--- config.mk ---
export PLATFORM = sky130hd
export DESIGN_NAME = neuron_layer_loader
export DESIGN_NICKNAME = d
export VERILOG_FILES = /design/src/rtl/neuron_loader_pkg.sv /design/src/rtl/neuron_layer_loader.sv
export SDC_FILE = /design/constraint.sdc
export NUM_CORES = 1
export LEC_CHECK = 0
export CAP_MARGIN = 10
export CORE_MARGIN = 2
export CORE_UTILIZATION = 48
export DETAILED_ROUTE_END_ITERATION = 12
export GPL_TIMING_DRIVEN = 1
export PLACE_DENSITY = 0.83
export RECOVER_POWER = 100
export SLEW_MARGIN = 5
export SYNTH_ARGS = -nofsm -noshare
export SYNTH_HDL_FRONTEND = slang
export SYNTH_SLANG_ARGS = --single-unit
--- constraint.sdc ---
create_clock -name clk -period 4.3 [get_ports clk]
set_input_delay 1.075 -clock clk [delete_from_list [all_inputs] [get_ports clk]]
set_output_delay 1.075 -clock clk [all_outputs]
set_load 0.02 [all_outputs]
--- src/rtl/neuron_loader_pkg.sv ---
// Shared types and defaults for the neuron layer loader.
package neuron_loader_pkg;

  typedef enum logic [1:0] {
    NL_IDLE,
    NL_LOAD,
    NL_FILL,
    NL_DONE
  } nl_state_e;

  localparam int unsigned DefaultDataW = 16;
  localparam int unsigned DefaultAddrW = 16;

  // Beat counter must hold 0..num_neurons.
  function automatic int unsigned cnt_width(input int unsigned num_neurons);
    return unsigned'($clog2(num_neurons + 1));
  endfunction

endpackage

--- src/rtl/neuron_layer_loader.sv ---
// Streams len words into a neuron layer as registered writes at base+cnt.
// Define NEURON_LOADER_ZERO_FILL_EN to zero-fill the remaining addresses on an early in_last.
module neuron_layer_loader
  import neuron_loader_pkg::*;
#(
  parameter int unsigned NUM_NEURONS = 2,
  parameter int unsigned DATA_W      = DefaultDataW,
  parameter int unsigned ADDR_W      = DefaultAddrW
) (
  input  logic              clk,
  input  logic              reset,
  input  logic              start,
  input  logic [ADDR_W-1:0] base_addr,
  input  logic [ADDR_W-1:0] len,
  input  logic              in_valid,
  output logic              in_ready,
  input  logic [DATA_W-1:0] in_data,
  input  logic              in_last,
  output logic              load_en,
  output logic [ADDR_W-1:0] load_address,
  output logic [DATA_W-1:0] load_value,
  output logic              busy,
  output logic              done,
  output logic              err
);

  localparam int unsigned CntW = cnt_width(NUM_NEURONS);

  nl_state_e         state_q, state_d;
  logic [ADDR_W-1:0] base_q, base_d;
  logic [CntW-1:0]   len_q, len_d;
  logic [CntW-1:0]   cnt_q, cnt_d;
  logic [CntW-1:0]   len_m1;
  logic              err_q, err_d;
  logic              load_en_q, load_en_d;
  logic [ADDR_W-1:0] load_address_q, load_address_d;
  logic [DATA_W-1:0] load_value_q, load_value_d;
  logic              busy_q, busy_d;
  logic              done_q, done_d;
  logic              beat;
  logic              final_beat;

  assign in_ready   = (state_q == NL_LOAD);
  assign beat       = in_valid & in_ready;
  assign len_m1     = len_q - CntW'(1);
  assign final_beat = (cnt_q == len_m1);

  always_comb begin
    state_d        = state_q;
    base_d         = base_q;
    len_d          = len_q;
    cnt_d          = cnt_q;
    err_d          = err_q;
    load_en_d      = 1'b0;
    load_address_d = load_address_q;
    load_value_d   = load_value_q;

    unique case (state_q)
      NL_IDLE: begin
        if (start) begin
          base_d = base_addr;
          cnt_d  = '0;
          err_d  = 1'b0;
          if (len == '0) begin
            len_d   = '0;
            state_d = NL_DONE;
          end else begin
            len_d   = (len > ADDR_W'(NUM_NEURONS)) ? CntW'(NUM_NEURONS) : CntW'(len);
            state_d = NL_LOAD;
          end
        end
      end

      NL_LOAD: begin
        if (beat) begin
          load_en_d      = 1'b1;
          load_address_d = base_q + ADDR_W'(cnt_q);
          load_value_d   = in_data;
          cnt_d          = cnt_q + CntW'(1);
          if (final_beat) begin
            err_d   = ~in_last;
            state_d = NL_DONE;
          end else if (in_last) begin
`ifdef NEURON_LOADER_ZERO_FILL_EN
            state_d = NL_FILL;
`else
            err_d   = 1'b1;
            state_d = NL_DONE;
`endif
          end
        end
      end

`ifdef NEURON_LOADER_ZERO_FILL_EN
      NL_FILL: begin
        load_en_d      = 1'b1;
        load_address_d = base_q + ADDR_W'(cnt_q);
        load_value_d   = '0;
        if (final_beat) begin
          state_d = NL_DONE;
        end else begin
          cnt_d = cnt_q + CntW'(1);
        end
      end
`endif

      NL_DONE: state_d = NL_IDLE;

      default: state_d = NL_IDLE;
    endcase

    busy_d = (state_d != NL_IDLE);
    // Pulse one cycle after DONE so the final write has already landed.
    done_d = (state_q == NL_DONE);
  end

  always_ff @(posedge clk or posedge reset) begin
    if (reset) begin
      state_q        <= NL_IDLE;
      base_q         <= '0;
      len_q          <= '0;
      cnt_q          <= '0;
      err_q          <= 1'b0;
      load_en_q      <= 1'b0;
      load_address_q <= '0;
      load_value_q   <= '0;
      busy_q         <= 1'b0;
      done_q         <= 1'b0;
    end else begin
      state_q        <= state_d;
      base_q         <= base_d;
      len_q          <= len_d;
      cnt_q          <= cnt_d;
      err_q          <= err_d;
      load_en_q      <= load_en_d;
      load_address_q <= load_address_d;
      load_value_q   <= load_value_d;
      busy_q         <= busy_d;
      done_q         <= done_d;
    end
  end

  assign load_en      = load_en_q;
  assign load_address = load_address_q;
  assign load_value   = load_value_q;
  assign busy         = busy_q;
  assign done         = done_q;
  assign err          = err_q;

endmodule

==> metrics.md, run 1 <==
| Metric | Value |
|---|---|
| CP Capture Type | register |
| Crit path kind | primary input to register |
| CTS Buffer Depth | 2 |
| Final WL | ~5500 um |
| Cts hold-fix bufs | 0 |
| Max-slew violations | 45 |
| Final hold violation count | 0 |
| Die Height | about 76 um |
| GR peak layer | met2 |
| Syn Area/Cell | just over 10 um2 |
| TNS Setup | 0 ns |
| Syn Nets | between 300 and 400 |
| Primary FF master, synth | dfrtp_1 |
| Slowest cell delay on critical path | 1.21 ns |
| Skew-Pair Late Insertion Delay | between 0.3 and 0.4 ns |
| Io pins | 90 |
| Yosys warning count | 0 |
| CTS Sinks | 58 |
| Final #Nets | roughly 400 |
| Outcome | finished with violations |
| Slowest-stage cell, CP | clkbuf_1 |
| Clock transition at the registers of the reported paths | around 0.060 ns |
| Drt first pass iters | 4 |
| Worst setup SP type | primary input |
| Worst EP required | 4.43 ns |
| Met2 Track Usage GR | 34.9% |
| CTS root buf | clkbuf_8 |
| Post-CTS setup buffers | 0 |
| RSZ-0062 raised after global routing | no |
| Most common cell in the netlist | nand2_1 |
| GR Util All Layers | between 20% and 30% |
| First-pass GRT wire length | roughly 9700 um |
| Synth cell count leaders | 73 x nand2_1, 58 x dfrtp_1, 15 x mux2_2 |
| Power density cells | ~680 nW/um2 |
| Sequential area share after synthesis | between 50% and 60% |
| Pin count of the biggest net entering global routing | 45 |
| Fin crit share | a little over 70% |
| Async set or reset register ratio after synthesis | 100% |
| Number of remaining DRC errors | 0 |
| Max-cap violations | 1 |
| Via count of the first global-routing pass | ~2.1k |
| Area of the core | 5070 um2 |
| Share of layout cells above drive strength 1 | about a tenth |
| Global route overflow | 0 |
| Critical-path maximum fanout | 44 |
| H-tree Lvls | 3 |
| R2r setup slk | 1.91 ns |
| Clk_skew | slightly above 0.007 ns |
| Post-route minimum period | 3.10 ns |
| Met3 Usage GRT | 5.92% |
| Initial DRC count | 83 |
| Post-Syn Instances | 245 |
| Effective utilization at floorplan | 49.6% |
| F_max | approximately 0.32 GHz |
| Ant diodes | 0 |
| CTS buffer count | 9 |
| Flip-flop and latch count after synthesis | 58 |
| Worst setup margin | between 1 and 1.5 ns |
| PnR Total Power | approximately 2.5 mW |
| Critical path arrival | about 3.2 ns |
| Die area | between 5000 and 6000 um2 |
| Avg WL per Cell | 13.2 um |
| Post-Synthesis Cell Area | roughly 2500 um2 |
| Top cells by area, synth | dfrtp_1 58%, nand2_1 11%, mux2_2 6.7% |
| Critical path buffers and inverters | 2 |
| Hold crit path type | register to register |
| DR vias | between 2k and 2.5k |
| CTS tree | yes |
| GPL Wtd Cong | 0.764 |
| Drt via density | approximately 5 |
| Initial antenna violation count | 0 |
| Yosys cell types | 35 |
| Synth top area share | 57.6% |
| Std cell rows | 26 |
| Hpwl dp | between 3000 and 4000 um |
| Dpl ws | roughly 1.5 ns |
| PortBufs | 89 |
| Post-CTS sizing | 0 |
| Antenna viol nets, final | 0 |
| Layout area overhead | 45.0% |
| Met1 Track Usage GR | a little over a quarter |
| CP delay by family, top | buffers and inverters |
| Area leader, netlist | dfrtp_1 |
| Worst-margin pin slew | 1.68 ns |
| Failing checks | max-capacitance violations, max-slew violations |
| Worst slew margin | -12.1% |
| Crit path cell chain | dlygate4sd3_1 -> nand2_1 -> clkbuf_1 -> o21ai_0 |
| Die X | roughly 76 um |
| VDD IR max | between 0.2 and 0.3 mV |
| Leakage power | about 1.6 nW |
| Number of synthesized flops with an enable pin | 0 |
| # setup viols final | 0 |
==> registers in the layout (all words and copies together) (netlist names) <==
name / flops
done: 1
cnt_q: 2
err: 1
base_q: 16
load_value: 16
len_q: 2
load_address: 16
load_en: 1
busy: 1
state_q: 2
==> per-layer routing <==
layer	wire length (um)	part of all wire, %
met1	2400	44
met2	2650	48
met3	325	5.9
met4	92	1.7
met5	0	0
==> final cells by class <==
cell class / count / area [um2]
Timing Repair Buffer: 92 / 906
Clock buffer: 12 / 155
Clock inverter: 3 / 15.0
Multi-Input combinational cell: 172 / 1010
Sequential cell: 58 / 1450
Fill cell: 424 / 1420
Inverter: 7 / 26.3
Tap cell: 70 / 87.6
==> worst paths after layout <==
path                          startpoint         endpoint  cells after the start
max in group asynchronous          reset  load_address[0]                      3
max reg2reg                   state_q[0]  load_address[6]                      4
min reg2reg                load_value[8]    load_value[8]                      2
max                             in_valid  load_address[6]                      4
min                        load_value[8]    load_value[8]                      2
min in group asynchronous          reset        base_q[1]                      2
==> worst reg2reg max path: stages (launching register included) <==
cell and delay (ns):
dfrtp_1 0.40, nor2b_1 0.18, nand2_1 0.10, clkbuf_1 1.21, o21ai_0 0.31
==> where the power goes <==
| group | switching [mW] | leakage, nW | internal (mW) | total, mW |
|---|---|---|---|---|
| sequential | 0.188 | 0.703 | 0.796 | 0.984 |
| combinational | 0.557 | 0.818 | 0.494 | 1.05 |
| clock | 0.201 | 0.0920 | 0.234 | 0.436 |
==> kinds of logic after synthesis <==
kind of cell / count (synthesis) / share of synthesized area (%)
xor gates and xnor gates: 13 / 4.52
buffers and inverters: 15 / 2.24
DFF: 58 / 57.6
and+or+nand+nor: 116 / 20.8
muxes: 17 / 7.50
adders and majority gates: 3 / 1.79
AOI/OAI and AO/OA: 23 / 5.51
==> stage by stage <==
| stage | cells | util [%] | hold WS (ns) | area [um2] |
|---|---|---|---|---|
| 2_1_floorplan | 245 | - | 0.462 | 2520 |
| 3_3_place_gp | 399 | 68.9 | 0.457 | 3490 |
| 3_5_place_dp | 399 | 68.9 | 0.461 | 3490 |
| 4_1_cts | 414 | 72.2 | 0.476 | 3660 |
| 5_1_grt | 414 | 72.0 | 0.510 | 3650 |
| 6_report | 414 | 72.0 | 0.469 | 3650 |
==> cells in the final DEF (no fill, tap or decap), types with 2 or more instances in the layout <==
cell / Yosys / layout
a22o_1: 3 / 3
a31oi_1: 2 / 2
clkbuf_1: 7 / 3
clkbuf_8: 0 / 11
clkdlybuf4s50_1: 0 / 49
clkinv_2: 0 / 3
dfrtp_1: 58 / 58
dlygate4sd3_1: 0 / 40
ha_1: 2 / 2
inv_1: 6 / 6
mux2_2: 15 / 15
mux2i_1: 2 / 2
nand2_1: 73 / 73
nand3_1: 5 / 5
nand4_1: 2 / 2
nor2_1: 12 / 12
nor2b_1: 5 / 5
nor3_1: 3 / 3
nor4_1: 5 / 5
o21ai_0: 14 / 14
or4_1: 2 / 2
xnor2_1: 12 / 12
No activity file was read; power rests on OpenSTA's default activity.
==> run 2, diff against run 1 <==
- CORE_UTILIZATION: 48 -> 45
- PLACE_DENSITY: 0.83 -> 0.78
- clock period: 4.3 -> 3.1 ns (I/O delays scaled with it)
==> run 2 against run 1 <==
The flow now finishes without violations. Wire length is 5.2% lower. Clock skew increased by 0.0026 ns. Hold slack got worse by 0.00097 ns. Combinational power increased by 38%. Non-clock buffer count is 2 higher. Critical path depth grew 2. Die area increased by 6.3%. Final cell count increased by 0.97%. Core utilization fell by 4.7 points. Clock power increased by 39%. Critical path type unchanged. Largest cell class unchanged.
==> metrics.md, run 2 (synthesis results as in run 1) <==
| Metric | Value |
|---|---|
| Post-CTS setup buffers | 0 |
| Global route overflow | 0 |
| Post-CTS sizing | 0 |
| Pin count of the biggest net entering global routing | between 40 and 50 |
| CTS tree | yes |
| Number of remaining DRC errors | 0 |
| Worst-margin pin slew | about 1.4 ns |
| Share of layout cells above drive strength 1 | 8.96% |
| Post-route minimum period | ~2.6 ns |
| Final #Nets | ~400 |
| Layout area overhead | 45.3% |
| Max-cap violations | 0 |
| Ant diodes | 0 |
| Via count of the first global-routing pass | between 1.5k and 2k |
| GPL Wtd Cong | 0.788 |
| Cells on Worst Hold Path | 2 |
| Slowest-stage cell, CP | clkbuf_1 |
| Max-slew violations | 0 |
| Clock transition at the registers of the reported paths | around 0.070 ns |
| Die area | around 6200 um2 |
| Reg2Reg Launch Point | cnt_q[1] |
| Slowest cell delay on critical path | roughly 0.83 ns |
| DR vias | between 1.5k and 2k |
| Initial DRC count | 66 |
| Critical path buffers and inverters | 2 |
| Initial antenna violation count | 0 |
| Hpwl dp | approximately 3800 um |
| PortBufs | 89 |
| CP Capture Type | register |
| Reg2reg path depth | 5 |
| Final WL | between 5000 and 6000 um |
| R2r setup slk | around 0.95 ns |
| Final Util | 67.3% |
| Outcome | completed |
| Std cell rows | 27 |
| Worst slew margin | under 10% |
| Drt via density | about 4.7 |
| Hold Crit Start | load_value[2] |
| Leakage power | roughly 1.6 nW |
| Worst setup SP type | primary input |
| VDD IR max | 0.508 mV |
| H-tree Lvls | 3 |
| Power density cells | approximately 930 nW/um2 |
| Skew-Pair Late Insertion Delay | 0.33 ns |
| # setup viols final | 0 |
| TNS Setup | 0 ns |
| CTS Sinks | between 50 and 60 |
| Effective utilization at floorplan | 46.3% |
| Die Height | roughly 80 um |
| Cts hold-fix bufs | 0 |
| First-pass GRT wire length | 8900 um |
| Final hold violation count | 0 |
| Fin crit share | a little over four fifths |
| RSZ-0062 raised after global routing | no |
| CTS root buf | clkbuf_8 |
| Area of the core | ~5400 um2 |
| CTS buffer count | 9 |
| Reg-to-reg critical path endpoint | load_address[13] |
| Worst EP required | between 3 and 4 ns |
| CTS Buffer Depth | 2 |
| Antenna viol nets, final | 0 |
| GR Util All Layers | 18.7% |
| F_max | between 0.3 and 0.4 GHz |
| Commonest non-fill, non-tap cells in the layout | 73 x nand2_1, 58 x dfrtp_1, 49 x clkdlybuf4s50_1 |
| Crit path cell chain | dlygate4sd3_1 -> nor3b_1 -> clkbuf_1 -> nor2_1 -> a32oi_1 -> nand3_1 |
| Hold EP | load_value[2] |
| Io pins | 90 |
| Critical-path maximum fanout | 21 |
| Drt first pass iters | 4 |
| Die X | around 79 um |
| Commonest non-fill, non-tap cell in the layout | nand2_1 |
| CP delay by family, top | buffers and inverters |
| Avg WL per Cell | approximately 12 um |
| Hold crit path type | register to register |
| Clk_skew | 0.00970 ns |
| Crit path kind | primary input to register |
| Critical path arrival | approximately 2.8 ns |
==> run 2: report_power, final <==
group | total [mW] | leakage, nW | internal [mW] | switching [mW]
sequential | 1.36 | 0.703 | 1.10 | 0.257
clock | 0.607 | 0.0855 | 0.328 | 0.279
combinational | 1.45 | 0.823 | 0.687 | 0.764
==> run 2: per-stage QoR <==
step | instances | cell area [um2] | total power [mW] | hold WS, ns | worst slack [ns]
after floorplan | 245 | 2520 | 2.24 | 0.462 | 0.897
after global placement | 403 | 3510 | 2.90 | 0.457 | 0.827
after detailed placement | 403 | 3510 | 2.95 | 0.463 | 0.799
after CTS | 418 | 3680 | 3.56 | 0.479 | 0.613
after global routing | 418 | 3660 | 3.69 | 0.495 | 0.311
final | 418 | 3660 | 3.42 | 0.468 | 0.484
==> run 2: worst max path at each step <==
stage               startpoint  slack, ns  cells past startpoint         to
floorplan                reset       0.90                      1  base_q[0]
global placement        len[7]       0.83                      5   len_q[0]
detailed placement      len[7]       0.80                      5   len_q[0]
CTS                 state_q[1]       0.61                      2   in_ready
global route             reset       0.31                      3  base_q[4]
finish                   start       0.48                      6        err
==> run 2: metal layers <==
metal / track usage, % / up-vias / share of wire (%)
li1: - / 1015 / -
met1: 23.0 / 898 / 44
met2: 31.8 / 66 / 49
met3: 4.20 / 6 / 6.2
met4: 8.28 / 0 / 1.5
met5: 0 / - / 0
==> run 2: cell type report <==
class / count / area (um2)
Clock buffer: 13 / 159
Clock inverter: 2 / 12.5
Fill cell: 440 / 1780
Inverter: 7 / 26.3
Multi-Input combinational cell: 172 / 1010
Sequential cell: 58 / 1450
Tap cell: 72 / 90.1
Timing Repair Buffer: 94 / 915
==> run 2: worst register-to-register path, cell delays in order (launching register included) <==
cell	delay (ns)
dfrtp_1	0.46
ha_1	0.31
a21oi_1	0.17
or3_1	0.47
or4_1	0.48
a31oi_1	0.19
==> run 3, diff against run 2 <==
- clock period: 3.1 -> 2.5 ns (I/O delays scaled with it)
==> run 3 against run 2 <==
First-iteration DRC count rose by 35%. Setup slack worse by 0.31 ns. Largest power group unchanged. Hold slack better by 0.0039 ns. Critical path depth shrank 4.
==> metrics.md, run 3 (synthesis results as in run 1) <==
| Metric | Value |
|---|---|
| Die area | ~6200 um2 |
| CTS tree | yes |
| # setup viols final | 0 |
| Post-CTS setup buffers | 0 |
| CTS Sinks | 58 |
| Critical-path maximum fanout | 5 |
| Drt first pass iters | 4 |
| Cells on Worst Hold Path | 2 |
| H-tree Lvls | 3 |
| Sequential share of power | 39.0% |
| CP Capture Type | primary output |
| Final #Nets | approximately 400 |
| Worst setup SP type | register |
| Effective utilization at floorplan | 46.3% |
| Cts hold-fix bufs | 0 |
| CTS Buffer Depth | 2 |
| Sw Share | 37.4% |
| Reg2reg path depth | 5 |
| Io pins | 90 |
| R2r setup slk | 0.47 ns |
| Worst setup margin | ~0.18 ns |
| Hold Crit Start | load_value[5] |
| Internal power | about 2.7 mW |
| Die Height | just under 80 um |
| Initial antenna violation count | 0 |
| Antenna viol nets, final | 0 |
| PnR Total Power | approximately 4.3 mW |
| Outcome | completed |
| DR vias | 2046 |
| First-pass GRT wire length | between 8000 and 9000 um |
| Final WL | about 5500 um |
| Std cell rows | 27 |
| F_max | approximately 0.43 GHz |
| Commonest non-fill, non-tap cells in the layout | 73 x nand2_1, 58 x dfrtp_1, 51 x clkdlybuf4s50_1 |
| Share of layout cells above drive strength 1 | approximately a tenth |
| Fin crit share | ~93% |
| Global route overflow | 0 |
| VDD IR max | 0.562 mV |
| Post-route minimum period | approximately 2.3 ns |
| Pin count of the biggest net entering global routing | slightly below 60 |
| CTS buffer count | 9 |
| RSZ-0062 raised after global routing | no |
| Switching Power | between 1.5 and 2 mW |
| Reg2Reg Launch Point | cnt_q[1] |
| Max-slew violations | 0 |
| Commonest non-fill, non-tap cell in the layout | nand2_1 |
| Ant diodes | 0 |
| Via count of the first global-routing pass | roughly 2.0k |
| Power density cells | 1180 nW/um2 |
| TNS Setup | 0 ns |
| Die X | 78.8 um |
| Dpl ws | between 0.3 and 0.4 ns |
| Worst slew margin | between 7 and 8% |
| Hold crit path type | register to register |
| Hold_ws | 0.472 ns |
| Combinational fraction of design power | between 40% and 50% |
| Hpwl dp | between 3000 and 4000 um |
| Clock transition at the registers of the reported paths | about 0.060 ns |
| CTS root buf | clkbuf_8 |
| Avg WL per Cell | roughly 13 um |
| Worst-margin pin slew | around 1.4 ns |
| Initial DRC count | a little under 90 |
| Max-cap violations | 0 |
| Crit path kind | register to primary output |
| Layout area overhead | 46.2% |
| Drt via density | 4.88 |
| Clock power share | between 10% and 20% |
| Final Instance Count excl. Fillers | 419 |
| Clk_skew | ~0.0050 ns |
| Area of the core | 5440 um2 |
| Cells after DPL | roughly 400 |
| Final hold violation count | 0 |
| Skew-Pair Late Insertion Delay | around 0.33 ns |
| Leakage power | between 1.5 and 2 nW |
| GPL Wtd Cong | roughly 0.78 |
| Critical path arrival | between 1.5 and 2 ns |
| Post-CTS sizing | 0 |
| GR Util All Layers | around 19% |
| Number of remaining DRC errors | 0 |
| PortBufs | 89 |
| Hold EP | load_value[5] |
| Worst EP required | 1.88 ns |
| Reg-to-reg critical path endpoint | load_address[13] |
run 3: metrics by stage:
stage               util, %  area [um2]
detailed placement     64.9        3530
CTS                    68.3        3720
finish                 67.7        3680
floorplan                 -        2520
global route           67.7        3680
global placement       64.9        3530
run 3: how the worst max path moves through the flow:
stage / startpoint / endpoint / slack, ns / depth (start not counted)
after floorplan: reset / base_q[0] / 0.45 / 1
after global placement: len[7] / len_q[0] / 0.38 / 5
after detailed placement: len[6] / state_q[1] / 0.33 / 5
after CTS: state_q[1] / in_ready / 0.17 / 2
after global routing: state_q[1] / in_ready / 0.11 / 2
final: state_q[1] / in_ready / 0.18 / 2
run 3: worst max-delay path: stages, from the launching register on:
cell and delay, ns:
dfrtp_1 0.42, nor2b_1 0.29, clkdlybuf4s50_1 0.67
run 3: layer usage:
metal  track usage, %  vias to the layer above  share of wire, %
li1                 -                     1018                 -
met3             3.86                        9               5.6
met5                0                        -                 0
met1             22.0                      954                42
met2             32.4                       65                50
met4             8.97                        0               1.6
run 3: power by group through the flow:
| stage | Clock [mW] | Sequential [mW] | Combinational (mW) |
|---|---|---|---|
| detailed placement | 0 | 1.73 | 1.97 |
| global route | 0.883 | 1.76 | 2.01 |
| CTS | 0.838 | 1.71 | 1.97 |
| finish | 0.818 | 1.69 | 1.83 |
| global placement | 0 | 1.70 | 1.92 |
| floorplan | 0 | 2.00 | 0.780 |
run 3: final cells by class:
type / count / area [um2]
Inverter: 7 / 26.3
Clock buffer: 12 / 145
Tap cell: 72 / 90.1
Multi-Input combinational cell: 172 / 1010
Fill cell: 444 / 1760
Sequential cell: 58 / 1450
Timing Repair Buffer: 95 / 923
Clock inverter: 3 / 40.0
